<file path="src/rtl/seq_shift_add_multiplier.sv">
// Iterative unsigned WIDTH x WIDTH shift-and-add multiplier built around one WIDTH-bit adder.
// One partial-product iteration per cycle; result registered at the last iteration edge.

module seq_shift_add_multiplier_adder #(
   parameter int WIDTH = 32
) (
   input  logic [WIDTH-1:0] a,
   input  logic [WIDTH-1:0] b,
   input  logic             Cin,
   output logic [WIDTH-1:0] S,
   output logic             Cout
);
   assign {Cout, S} = {1'b0, a} + {1'b0, b} + {{WIDTH{1'b0}}, Cin};
endmodule

module seq_shift_add_multiplier #(
   parameter int WIDTH = 32
) (
   input  logic                 clk,
   input  logic                 rst,
   input  logic                 start,
   input  logic [WIDTH-1:0]     a,
   input  logic [WIDTH-1:0]     b,
   output logic                 busy,
   output logic                 done,
   output logic [2*WIDTH-1:0]   product,
   output logic                 hi_nonzero
);
   localparam int CNT_W = $clog2(WIDTH + 1);
   localparam logic [CNT_W-1:0] LAST_CNT = CNT_W'(WIDTH - 1);

   typedef enum logic [1:0] {IDLE, CALC, DONE} state_t;

   state_t           state;
   logic [WIDTH-1:0] m_reg;
   logic [WIDTH-1:0] acc;
   logic [WIDTH-1:0] q;
   logic [CNT_W-1:0] cnt;

   logic [WIDTH-1:0] add_b;
   logic [WIDTH-1:0] sum;
   logic             cout;

   assign add_b = q[0] ? m_reg : '0;

   seq_shift_add_multiplier_adder #(.WIDTH(WIDTH)) u_adder (
      .a    (acc),
      .b    (add_b),
      .Cin  (1'b0),
      .S    (sum),
      .Cout (cout)
   );

   always_ff @(posedge clk or posedge rst) begin
      if (rst) begin
         state      <= IDLE;
         m_reg      <= '0;
         acc        <= '0;
         q          <= '0;
         cnt        <= '0;
         busy       <= 1'b0;
         done       <= 1'b0;
         product    <= '0;
         hi_nonzero <= 1'b0;
      end else begin
         case (state)
            IDLE: begin
               if (start) begin
                  m_reg <= a;
                  q     <= b;
                  acc   <= '0;
                  cnt   <= '0;
                  busy  <= 1'b1;
                  state <= CALC;
               end
            end
            CALC: begin
               // {Cout,S,Q} shifted right by one; the bit falling off Q is already consumed
               acc <= {cout, sum[WIDTH-1:1]};
               q   <= {sum[0], q[WIDTH-1:1]};
               cnt <= cnt + CNT_W'(1);
               if (cnt == LAST_CNT) begin
                  product    <= {cout, sum, q[WIDTH-1:1]};
                  hi_nonzero <= cout | (|sum[WIDTH-1:1]);
                  done       <= 1'b1;
                  state      <= DONE;
               end
            end
            DONE: begin
               done  <= 1'b0;
               busy  <= 1'b0;
               state <= IDLE;
            end
            default: begin
               done  <= 1'b0;
               busy  <= 1'b0;
               state <= IDLE;
            end
         endcase
      end
   end
endmodule

</file>
<file path="config.mk">
export PLATFORM = sky130hd
export DESIGN_NAME = seq_shift_add_multiplier
export DESIGN_NICKNAME = d
export VERILOG_FILES = /design/src/rtl/seq_shift_add_multiplier.sv
export SDC_FILE = /design/constraint.sdc
export NUM_CORES = 1
export LEC_CHECK = 0
export CORE_ASPECT_RATIO = 0.7
export CORE_UTILIZATION = 50
export CTS_BUF_LIST = sky130_fd_sc_hd__clkbuf_16
export CTS_CLUSTER_SIZE = 25
export DETAILED_ROUTE_END_ITERATION = 10
export PLACE_DENSITY_LB_ADDON = 0.05
export SYNTH_ARGS = -nofsm -noshare
export SYNTH_HDL_FRONTEND = slang
export SYNTH_SLANG_ARGS = --single-unit
</file>
<file path="constraint.sdc">
create_clock -name clk -period 8.2 [get_ports clk]
set_clock_uncertainty 0.2 [all_clocks]
set_input_delay 1.23 -clock clk [delete_from_list [all_inputs] [get_ports clk]]
set_output_delay 1.23 -clock clk [all_outputs]
set_load 0.01 [all_outputs]
</file>
======== Yosys cells after proc, flatten, opt, wreduce, memory -nomap -nowiden ========
Index checks and enable logic that the tools add are counted.
cells by class
  divide/modulo/power cells ............... 0
  $mul .................................... 0
  equal/unequal tests ..................... 4
  reduce and logical (&&, ||, !) cells .... 9
  shifts and indexed selects .............. 0
  $add $sub $neg .......................... 2
  $lt $le $gt $ge ......................... 0
  muxes and demuxes ....................... 14
  bitwise logic cells ..................... 3
operators by type and width
  cell                 number
  $pmux 32 s2          2
  $mux 32              3
  $add 32x32->33       1
  $reduce_or 31->1     1
  $pmux 6 s2           1
  $reduce_and 2->1     6
  $add 6x1->6 const B  1
  $eq 6x5->1 const B   1
  $mux 6               1
  $mux 2               2
  $ne 2x2->1 const B   2
  $pmux 1 s2           2
  $pmux 2 s2           1
  $eq 2x1->1 const B   1
  $logic_not 2->1      1
  $mux 1               2
  $not 1->1            2
  $reduce_bool 2->1    1
  $or 1x1->1           1
storage, ports and cells
  register bits ........................... 171
  bits in writable memories ............... 0
  memories ................................ 0
  logic and storage cells ................. 41
  memory bits (read-only) ................. 0
  bits in latches ......................... 0
  input port bits ......................... 67

======== Logic depth before layout (Yosys ltp) ========
Gate-level depths: netlist of run 1.
  depth after elaboration ................. 4
  depth in mapped cells ................... 14
  mapped depth without buffers ............ 14

======== Hierarchy ========
From an unflattened synthesis of run 1, not the netlist that was laid out.
second synthesis, totals
  cell total of the unflattened synthesis .. 850
  area total of the unflattened synthesis .. 8798.4 um^2
by module, submodules not included
  module                          sequential area each (um^2)  area each (um^2)  times used  cells each
  seq_shift_add_multiplier        4279.1                       7084.3            1           613
  seq_shift_add_multiplier_adder  0.0                          1714.1            1           237

======== Worst setup path before layout of run 1 ========
Ideal clock, no wire load.
  path kind ............................... register to register
  start point ............................. register q[0]
  end point ............................... register hi_nonzero
  path buffers ............................ 1
  library setup time ...................... 125 ps
  required time ........................... 7875 ps
  path slack .............................. 4871 ps
  cell stages (with the launch flop) ...... 14
  arrival ................................. 3004 ps
  clock period less this slack ............ 3329 ps
  cells stage by stage .................... dfrtp_1 > clkbuf_1 > nand2_1 > fa_1 > and2b_1 > o2111ai_1 > a211oi_2 > o21ai_2 > a211oi_2 > o21ai_1 > a21o_1 > a221o_1 > nor4_1 > nor2_1
on the way
  word-level cells in the longest chain between the ends .. 4
RTL lines
  element                 RTL line  source
  start, declared         37        logic [WIDTH-1:0] q;
  start signal, assigned  80        q <= {sum[0], q[WIDTH-1:1]};
  $mux 32 *               44        assign add_b = q[0] ? m_reg : '0;
  $add 32x32->33 *        13        assign {Cout, S} = {1'b0, a} + {1'b0, b} + {{WIDTH{1'b0}}, Cin};
  $reduce_or 31->1        84        hi_nonzero <= cout | (|sum[WIDTH-1:1]);
  $or 1x1->1 *            84
  end signal, assigned    84
  end, declared           27        output logic hi_nonzero
Every way passes the cells marked *; elsewhere a longest branch is shown, timed or not.
A chain may end at the register's enable or synchronous reset.

======== Worst setup path in the final report of run 1 ========
Same ends and word-level chain as after synthesis.

==> results of run 1 <==
final cells by class:
| type | count | area share |
|---|---|---|
| multi-input combinational | 777 | 0.395 |
| tap | 231 | 0.0261 |
| clock inverter | 14 | 0.0174 |
| clock buffer | 17 | 0.0385 |
| timing repair buffer | 144 | 0.128 |
| sequential | 171 | 0.387 |
| inverter | 22 | 0.00792 |
logic make-up (layout without fill, tap and decap cells):
logic type | count (synthesis) | after routing | share of synthesized area
adder cells (fa/ha/maj) | 34 | 34 | 0.0484
flip-flops | 171 | 171 | 0.479
AND/OR/NAND/NOR | 462 | 462 | 0.231
XOR/XNOR | 20 | 20 | 0.0196
AO/OA/AOI/OAI | 260 | 260 | 0.186
buffers and inverters | 82 | 197 | 0.0354
multiplexers | 1 | 1 | 0.00126
worst min path at each step:
stage	start	endpoint	slack [ps]	depth (start not counted)
finish	m_reg[8]	m_reg[8]	270	2
global route	product[47]	product[47]	300	2
CTS	m_reg[14]	m_reg[14]	280	2
detailed placement	m_reg[14]	m_reg[14]	260	2
global placement	product[60]	product[60]	260	2
floorplan	m_reg[0]	m_reg[0]	240	2
cells in the final DEF, fill, tap and decap left out, drive strengths merged, types with 3 or more instances in the layout:
master         count
a211oi             8
o2111ai            3
ha                33
o211ai             5
o21a               3
a31oi              8
a22oi             32
xor2               7
nor3              10
or3                6
bufinv             4
nand4             11
nand3b             3
buf               11
dfrtp            171
nand3             13
xnor2             13
a22o              20
and2              33
a21oi             67
clkinv             6
nand2b             3
clkdlybuf4s50    133
nand2            303
o21ai             82
nor2b             36
nor2              29
a21o              12
and4               3
clkbuf            17
inv               25
critical path, cell delays in order (launching register included):
cell and delay [ps]:
dfrtp_1 1010, and2_1 240, ha_1 190, inv_1 60, fa_1 410, and2b_1 250
o2111ai_1 200, a211oi_2 410, o21ai_2 180, a211oi_2 270, o21ai_1 110, a21o_1 200
a221o_1 310, nor4_1 200, nor2_1 70
metrics by stage:
step	std cells	util	hold slack, ps	worst slack, ps	power [W]
after CTS	1376	0.638	278	3790	0.00384
final	1376	0.638	269	3760	0.00385
after global routing	1376	0.638	297	3340	0.00410
after floorplan	1030	-	237	2140	0.00232
after detailed placement	1345	0.603	260	3820	0.00297
after global placement	1345	0.603	260	3970	0.00296
routing by layer:
metal | share of wire | global-route usage | vias up | wire length [um]
met4 | 0.0091 | 0.0642 | 0 | 217
met3 | 0.072 | 0.0665 | 16 | 1700
met1 | 0.52 | 0.425 | 3650 | 12300
met2 | 0.40 | 0.367 | 268 | 9580
li1 | - | - | 3725 | -
met5 | 0 | 0 | - | 0
power by group:
| part | switching (W) | leakage [nW] | internal (W) |
|---|---|---|---|
| Combinational | 0.000829 | 2.73 | 0.000736 |
| Sequential | 0.000242 | 2.09 | 0.00118 |
| Clock | 0.000347 | 0.303 | 0.000510 |
| Total | 0.00142 | 5.12 | 0.00243 |
==> results.yml, run 1 <==
place:
  place_area_um2: 10400
  hpwl_um: 16000
  numPortBuffers: 133
  gp_congestion: 0.968
timing:
  post-route-min-period_ps: 4440
  maxSlewViolCount: 0
  hold_viol: 0
  tightest_slew_ps: 1010
  maxSlewHeadroom: 0.327
  period_share: 0.542
  timing.fmax_mhz: 225
  rsz0062_at_grt: "false"
  setup_tns_ps: 0
  setup_violations: 0
yosys:
  seq_area_frac_synth: 0.479
  synth_seq_cells: 171
  post_synth_main_area_contributors: "dfrtp_1, nand2_1, ha_1"
  ys_top_cells_by_count: "nand2_1, dfrtp_1, o21ai_0"
  synth_top_area_frac: 0.479
  synth.most_common_cell: "nand2_1"
  synth_top_cell_by_area: "dfrtp_1"
  syn_area_um2: 8940
  yosys_warnings: 0
  netlist_instances: 1030
  postSynthNetCount: 1131
  ys.flop_type: "dfrtp_1"
  ys_async_sr_fraction: 1.00
  synth_edf_count: 0
  syn_avg_cell_area_um2: 8.68
  synth_cell_types: 62
power:
  leakagePower_nw: 5.12
  ir_drop_uv: 158
  powerDensity_nw_per_um2: 348
floorplanning:
  die_width_um: 162
  die_area_um2: 18400
  start_util: 0.516
  rows: 40
  core_um2: 17300
  ios: 134
  dieHeight_um: 114
layout:
  fill_cells: 1543
  multiInputGateArea_um2: 4370
  regArea_um2: 4280
  fin_area_um2: 11100
  antenna_cells: 0
  largest_reg_flops: 64
  area_growth_pct: 23.6
  drive_above_1_share: 0.0498
  top_register: "product"
  nets: 1234
outcome:
  outcome: "complete, no violations"
clock_tree:
  clock-sinks: 171
  clk-insertion-delay-late_ps: 430
  cts_buffers: 17
  clkTransAtPathRegs_ps: 70
  cts.repair.resized: 0
  post_cts_buffers: 0
  cts_tree: "yes"
  root_buffer: "clkbuf_16"
  cts_hold_buf: 0
  htreeDepth: 4
  cts_buffer_depth: 2
setup_path:
  worst_setup_path_end_kind: "flop"
  crit_fanout: 34
  rr_endpoint: "hi_nonzero"
  crit_arrival_ps: 4550
  crit_start: "q[0]"
  startpoint_type: "flop"
  r2r_cells: 14
  r2r_slack_ps: 3760
  crit_type: "flop to flop"
  critical_path_required_ps: 8310
  worstReg2RegStart: "q[0]"
  endpoint: "hi_nonzero"
grt:
  grt_max_degree: 79
  grt_pass1_vias: 7281
  grt_pass1_wl_um: 38800
  track_usage: 0.270
  grt-ovfl-total: 0
  antenna_found_initial: 0
drt:
  wl_per_cell_um: 17.3
  drc_errors: 0
  first_iter_violations: 721
  firstDrtPassIters: 6
  vias: 7659
  viasPerCell: 5.57
  drtAntennaViolNets: 0
  drt_wl_total_um: 23800
job:
  maxCapViolations: 0
hold_path:
  hp-class: "flop to flop"
Power figures use the tool's default switching activity.
==> run 2, diff against run 1 <==
==> constraint.sdc (replaced) <==
create_clock -name clk -period 4.13 [get_ports clk]
set_clock_uncertainty 0.2 [all_clocks]
set_input_delay 0.6195 -clock clk [delete_from_list [all_inputs] [get_ports clk]]
set_output_delay 0.6195 -clock clk [all_outputs]
set_load 0.01 [all_outputs]
==> run 2 against run 1 <==
Against the previous run: sequential share of layout area shrank 0.27 points; clock power rose by 97%; core utilization up 0.46 points; flip-flop and latch count unchanged; register-to-register slack got worse by 3500 ps; final cell count increased by 0.58%; total power is 99% higher; via count grew 1.1%; first-iteration DRC count fell by 6.2%; global-route usage increased by 0.14 points; critical path depth did not move.
==> results.yml, run 2 (synthesis results as in run 1) <==
outcome:
  outcome: "complete, no violations"
layout:
  fin_cells: 1384
  area_growth_pct: 24.5
  drive_above_1_share: 0.0590
  nets: 1242
  fin_util: 0.643
  largest_reg_flops: 64
  multiInputGateArea_um2: 4370
  fill_cells: 1542
  regArea_um2: 4280
  antenna_cells: 0
  top_register: "product"
  final_common_cell: "nand2_1"
  layout_common_cells: "nand2_1, dfrtp_1, clkdlybuf4s50_1"
clock_tree:
  htreeDepth: 4
  root_buffer: "clkbuf_16"
  clock-sinks: 171
  cts_buffer_depth: 2
  clkTransAtPathRegs_ps: 70
  cts_tree: "yes"
  clk-insertion-delay-late_ps: 430
  cts_buffers: 17
job:
  maxCapViolations: 0
place:
  numPortBuffers: 133
  hpwl_um: 15900
  place_inst: 1352
  gp_congestion: 0.904
floorplanning:
  dieHeight_um: 114
  ios: 134
  core_um2: 17300
  die_area_um2: 18400
  die_width_um: 162
  start_util: 0.516
  rows: 40
hold_path:
  worst_hold_startpoint: "product[34]"
  hp-class: "flop to flop"
  min_path_cells: 2
  holdPathEnd: "product[34]"
setup_path:
  crit_fanout: 16
  worst_setup_path_end_kind: "flop"
  r2r_slack_ps: 300
  crit_arrival_ps: 3950
  rr_endpoint: "hi_nonzero"
  crit_start: "q[0]"
  critical_path_required_ps: 4240
  startpoint_type: "flop"
  worstReg2RegStart: "q[0]"
  r2r_cells: 14
  crit_type: "flop to flop"
timing:
  post-route-min-period_ps: 3830
  period_share: 0.928
  rsz0062_at_grt: "false"
  setup_tns_ps: 0
  maxSlewViolCount: 0
  tightest_slew_ps: 890
  maxSlewHeadroom: 0.407
  hold_viol: 0
  setup_violations: 0
  timing.fmax_mhz: 261
drt:
  drc_errors: 0
  drt_wl_total_um: 24000
  firstDrtPassIters: 5
  drtAntennaViolNets: 0
  wl_per_cell_um: 17.3
  vias: 7743
  first_iter_violations: 676
  viasPerCell: 5.59
grt:
  grt_max_degree: 79
  grt_pass1_vias: 7398
  antenna_found_initial: 0
  grt_pass1_wl_um: 39000
  track_usage: 0.272
  grt-ovfl-total: 0
power:
  p_total_w: 0.00765
  powerDensity_nw_per_um2: 688
  ir_drop_uv: 311
  leakagePower_nw: 5.16
-- run 2: cell types whose count changed in the layout (fill, tap and decap cells not counted), sizes merged --
cell      change
buf           +8
clkinv        -2
inv           +2
bufinv        -1
clkinvlp      +1
-- run 2: routing by layer --
| metal | global-route usage | wire length, um |
|---|---|---|
| met1 | 0.436 | 12500 |
| met2 | 0.377 | 9850 |
| met3 | 0.0462 | 1380 |
| met4 | 0.0591 | 195 |
| met5 | 0 | 0 |
-- run 2: worst max-delay path by stage --
stage | end | slack (ps)
2_1_floorplan | hi_nonzero | 800
6_report | hi_nonzero | 300
4_1_cts | hi_nonzero | 300
3_5_place_dp | hi_nonzero | 340
3_3_place_gp | hi_nonzero | 420
5_1_grt | hi_nonzero | 8
-- run 2: cell type report --
class	instances	share of cell area
Multi-Input combinational cell	777	0.393
Sequential cell	171	0.384
Timing Repair Buffer	152	0.135
Clock buffer	17	0.0382
Tap cell	231	0.0260
Clock inverter	14	0.0163
Inverter	22	0.00775
-- run 2: worst max-delay path: stages, from the launching register on --
cell and delay (ps):
dfrtp_1 390, buf_4 190, and2_1 170, ha_1 360
a21oi_1 320, o211ai_1 230, a211oi_2 280, buf_4 170
xor2_2 200, nand4_1 100, or3_1 360, nor3_2 240
nand4_1 140, nor4_1 300, nor2_1 60
-- run 2: timing repair --
| item | 4_1_cts | 5_1_grt |
|---|---|---|
| setup endpoints to repair | 0 | 1 |
| endpoints found under the hold margin | 0 | 0 |
| hold buffers | 0 | 0 |
| gates resized for setup | 0 | 2 |
| buffers inserted | 0 | 1 |
-- run 2: report_power, final --
group          internal [W]  total [W]  leakage, nW  switching (W)
logic               0.00149    0.00318         2.77        0.00169
clock network      0.000965    0.00169        0.296       0.000724
registers           0.00234    0.00279         2.09       0.000444
total               0.00480    0.00765         5.16        0.00285
-- run 2: through the flow --
step	hold slack (ps)	setup WS, ps	area (um2)
CTS	274	299	11100
floorplan	237	801	8950
finish	273	298	11100
global placement	251	423	10500
detailed placement	257	345	10500
global route	292	8.29	11100
==> edit 1 (config.mk and constraints of run 1) <==
Encoding of `state_t`: now one-hot (3 bits for 3 states).
--- a/src/rtl/seq_shift_add_multiplier.sv
+++ b/src/rtl/seq_shift_add_multiplier.sv
@@ -29,7 +29,7 @@
    localparam int CNT_W = $clog2(WIDTH + 1);
    localparam logic [CNT_W-1:0] LAST_CNT = CNT_W'(WIDTH - 1);
 
-   typedef enum logic [1:0] {IDLE, CALC, DONE} state_t;
+   typedef enum logic [2:0] {IDLE = 3'b001, CALC = 3'b010, DONE = 3'b100} state_t;
 
    state_t           state;
    logic [WIDTH-1:0] m_reg;
Formal check against the unedited RTL: no difference found for any inputs over 10 cycles, from zero or initial values and one cycle with rst high; not proved beyond that.
==> edit 1 against run 1 <==
  * Sequential cell count grew 1
  * Die area shrank 2.6%
  * Combinational power shrank 16%
  * Area after synthesis shrank 2.7%
  * Wire length shrank 10%
  * Global-route usage shrank 1.8 points
  * Cell area shrank 3.0%
  * Total power shrank 14%
  * Worst setup slack gained 0.097 ns
  * Largest power group unchanged
==> edit 1: results (changes against run 1) <==
Parameter                              Value

Run status
  Outcome ... finished, final reports clean

Finish
  Layout Nets ... 1136 (-7.9%)
  Final-layout fill cell count ... 1387 (-10%)
  Layout cells sized above 1 ... 8.02% (+3.0 points)

Synth
  Net Count, Synth ... 1029 (-9.0%)
  Adder-cell share of the synthesized area ... 4.97% (+0.13 points)
  Synth cell count leaders ... nand2_1 (286), dfrtp_1 (171), o21ai_0 (49), clkbuf_1 (40), and2_1 (39)
  Synth Area in Compound Gates ... 15.5% (-3.0 points)
  Largest cells by area after synthesis ... dfrtp_1 (49%), nand2_1 (12%), ha_1 (4.7%)
  Portion of the post-synthesis area used by sequential elements ... 49.5% (+1.6 points)
  Fraction of synthesized area in multiplexers ... 4.27% (+4.1 points)
  Area share of xor/xnor cells in the synthesized design ... 2.31% (+0.36 points)
  Synthesized instance count ... 928 (-9.9%)

Worst setup path
  Max FO, Critical Path ... 33 (-2.9%)

Pwr
  Clock group share of total power ... 22.6% (+0.3 points)
  Power Combinational ... 1.32 mW (-16%)
  PD cells ... 309 nW/um2 (-11%)

Worst hold path
  End point of the worst hold path ... product[56]$_DFFE_PP0P_
  Hold_sp ... product[56]$_DFFE_PP0P_

Global route
  Global Route Usage Sum ... 25.3% (-1.8 points)
  Pin count of the biggest net entering global routing ... 99 (+25%)
  Via count of the first global-routing pass ... 6672 (-8.4%)

Routing
  1st-iter DRT viols ... 635 (-12%)
  Pre-antenna DRT Iters ... 5 (-1)
  Wire length after detailed routing ... 21400 um (-10%)

Placement
  RD Place Congestion ... 0.954 (-1.4%)
  Worst Setup Slack post-DPL ... 3.87 ns (+0.0408 ns)

Timing
  Worst rel slew slack ... 24.9% (-7.9 points)
[edit 1: how the worst max path moves through the flow]
stage	to	slack, ns
6_report	hi_nonzero$_DFFE_PP0P_	3.86
5_1_grt	hi_nonzero$_DFFE_PP0P_	3.53
4_1_cts	hi_nonzero$_DFFE_PP0P_	3.85
3_5_place_dp	hi_nonzero$_DFFE_PP0P_	3.87
3_3_place_gp	hi_nonzero$_DFFE_PP0P_	4.01
2_1_floorplan	acc[0]$_DFFE_PP0P_	2.11
[edit 1: per-layer routing]
| metal | up-vias | track usage (%) | wire, um |
|---|---|---|---|
| li1 | 3437 | - | - |
| met1 | 3409 | 39.7 | 11100 |
| met2 | 189 | 34.6 | 8760 |
| met3 | 22 | 5.43 | 1280 |
| met4 | 0 | 7.24 | 221 |
| met5 | - | 0 | 0 |
[edit 1: layout make-up]
cell class              count  area share, %
inverters                  14          0.537
well taps                 225           2.63
multi-input cells         692           38.9
repair buffers            138           12.8
clock buffers              17           3.97
clock inverters            14           1.04
flip-flops and latches    172           40.2
==> edit 2 (settings of run 1) <==
Without the edit above. `WIDTH` is set to 32 in 2 places; all go to 16.
--- a/src/rtl/seq_shift_add_multiplier.sv
+++ b/src/rtl/seq_shift_add_multiplier.sv
@@ -2,7 +2,7 @@
 // One partial-product iteration per cycle; result registered at the last iteration edge.
 
 module seq_shift_add_multiplier_adder #(
-   parameter int WIDTH = 32
+   parameter int WIDTH = 16
 ) (
    input  logic [WIDTH-1:0] a,
    input  logic [WIDTH-1:0] b,
@@ -14,7 +14,7 @@
 endmodule
 
 module seq_shift_add_multiplier #(
-   parameter int WIDTH = 32
+   parameter int WIDTH = 16
 ) (
    input  logic                 clk,
    input  logic                 rst,
Ports: changed (resized a, b and product); port bits go from 134 to 70. No check against the original RTL was run, so the function may have changed too.
==> edit 2 against run 1 <==
  * Final cell count shrank 54%
  * Synthesized cell count down 56%
  * Worst setup slack better by 0.49 ns
  * Total power fell by 42%
  * Cell area down 49%
  * First-iteration DRC count shrank 60%
  * Non-clock buffer count shrank 71
  * Area after synthesis shrank 50%
  * Sequential cell count decreased by 81
  * Wire length decreased by 57%
==> edit 2: results (changes against run 1) <==
Parameter                              Value

Synth
  Share of async-settable or async-resettable flops after synthesis ... 100% (unchanged)
  Synth cell count leaders ... nand2_1 (94), dfrtp_1 (90), o21ai_0 (42), a21oi_1 (30)
  Distinct cell type count after synthesis ... 53 (-15%)
  Portion of the post-synthesis area used by sequential elements ... 49.9% (+2.1 points)
  Most used standard cell by instance count after synthesis ... nand2_1
  Net Count, Synth ... 506 (-55%)
  Largest cells by area after synthesis ... dfrtp_1 (50%), nand2_1 (7.8%), mux2_2 (5.2%)
  Synthesized instance count ... 452 (-56%)
  Number of synthesized flops with an enable pin ... 0 (unchanged)

Finish
  Max FFs per register ... 32 (-50%)
  Register with the most flip-flops ... product
  Layout cells sized above 1 ... 10.4% (+5.4 points)
  Area of all placed cells without fillers ... 5590 um2 (-49%)
  Final-layout fill cell count ... 714 (-54%)
  Final non-filler cell total ... 638 (-54%)
  Layout Nets ... 567 (-54%)
  Antenna cells ... 0 (unchanged)

Run status
  Outcome ... finished, final reports clean

Pwr
  Worst vdd ir ... 0.187 mV (+18%)
  Static leakage ... 2.58 nW (-50%)

Global route
  Via count of the first global-routing pass ... 3196 (-56%)
  Pin count of the biggest net entering global routing ... 77 (-2.5%)
  Global Route Usage Sum ... 23.7% (-3.4 points)
  Wire length of the first global-routing pass ... 16800 um (-57%)

Placement
  Standard cell area after detailed placement ... 5290 um2 (-49%)
  Number of cells in the design after placement ... 622 (-54%)
  Post-DP HPWL ... 7280 um (-55%)
  Number of input and output port buffers inserted ... 69 (-48%)
  Worst Setup Slack post-DPL ... 4.35 ns (+0.530 ns)
  RD Place Congestion ... 0.908 (-6.2%)

Clock network
  Post-CTS repair timing setup buffer count ... 0 (unchanged)
  Clock latency at the later pin of the worst-skew pair ... 0.34 ns (-0.09 ns)
  Buffer depth of the longest clock path ... 2 (unchanged)
  Clock buffers created by TritonCTS ... 9 (-8)
  Number of H-tree branching levels ... 3 (-1)
  Number of gates resized after cts ... 0 (unchanged)

Routing
  1st-iter DRT viols ... 288 (-60%)
  Routed WL per cell ... 16.1 um (-6.6%)
  Per-cell via count in the routed design ... 5.46 (-1.9%)
  Pre-antenna DRT Iters ... 4 (-2)

Timing
  Least-Margin Pin Slew ... 1.17 ns (+0.159 ns)

Worst setup path
  Max FO, Critical Path ... 36 (+5.9%)
  Worst endpoint data arrival time ... 3.95 ns (-0.60 ns)
## edit 2: worst max-delay path: stages (launching register included)
cell,delay [ns]
dfrtp_1,0.95
nor2b_1,1.00
nand2_1,0.11
buf_4,0.28
inv_1,0.37
nand2_1,0.14
nor4_1,0.21
nand4_1,0.13
nor4_1,0.24
a31oi_1,0.14
## edit 2: worst paths after layout
check                                 startpoint                       to  slack [ns]  cells after the start
setup reg to reg            state[0]$_DFFE_PP0P_   hi_nonzero$_DFFE_PP0P_        4.25                      9
hold reg to reg            m_reg[10]$_DFFE_PP0P_    m_reg[10]$_DFFE_PP0P_        0.27                      2
hold / removal             m_reg[10]$_DFFE_PP0P_    m_reg[10]$_DFFE_PP0P_        0.27                      2
min in group asynchronous                    rst  product[22]$_DFFE_PP0P_        0.92                      2
setup / recovery            state[0]$_DFFE_PP0P_   hi_nonzero$_DFFE_PP0P_        4.25                      9
max in group asynchronous                    rst     m_reg[2]$_DFFE_PP0P_        5.69                      3
## edit 2: cell type report
| class | instances | area share [%] |
|---|---|---|
| tap | 120 | 2.68 |
| timing repair buffer | 73 | 12.9 |
| inverter | 8 | 0.559 |
| sequential | 90 | 40.3 |
| clock buffer | 9 | 4.03 |
| multi-input combinational | 331 | 38.2 |
| clock inverter | 7 | 1.36 |
## edit 2: cells by family after synthesis
family | share of synthesized area [%]
buffers and inverters | 2.77
and+or+nand+nor | 17.9
DFF | 49.9
adders and majority gates | 5.44
AOI/OAI and AO/OA | 16.6
muxes | 6.02
xor gates and xnor gates | 1.36
## edit 2: power breakdown
group | total, mW | switching, mW | internal (mW)
clock | 0.415 | 0.177 | 0.238
sequential | 0.801 | 0.152 | 0.650
combinational | 1.01 | 0.531 | 0.482
total | 2.23 | 0.859 | 1.37
## edit 2: per-layer routing
metal  vias up  track usage [%]  share of wire [%]
li1       1706                -                  -
met1      1674             37.2                 53
met3        12             5.68                5.4
met2        93             32.7                 40
met4         0             4.94               0.91
met5         -                0                  0
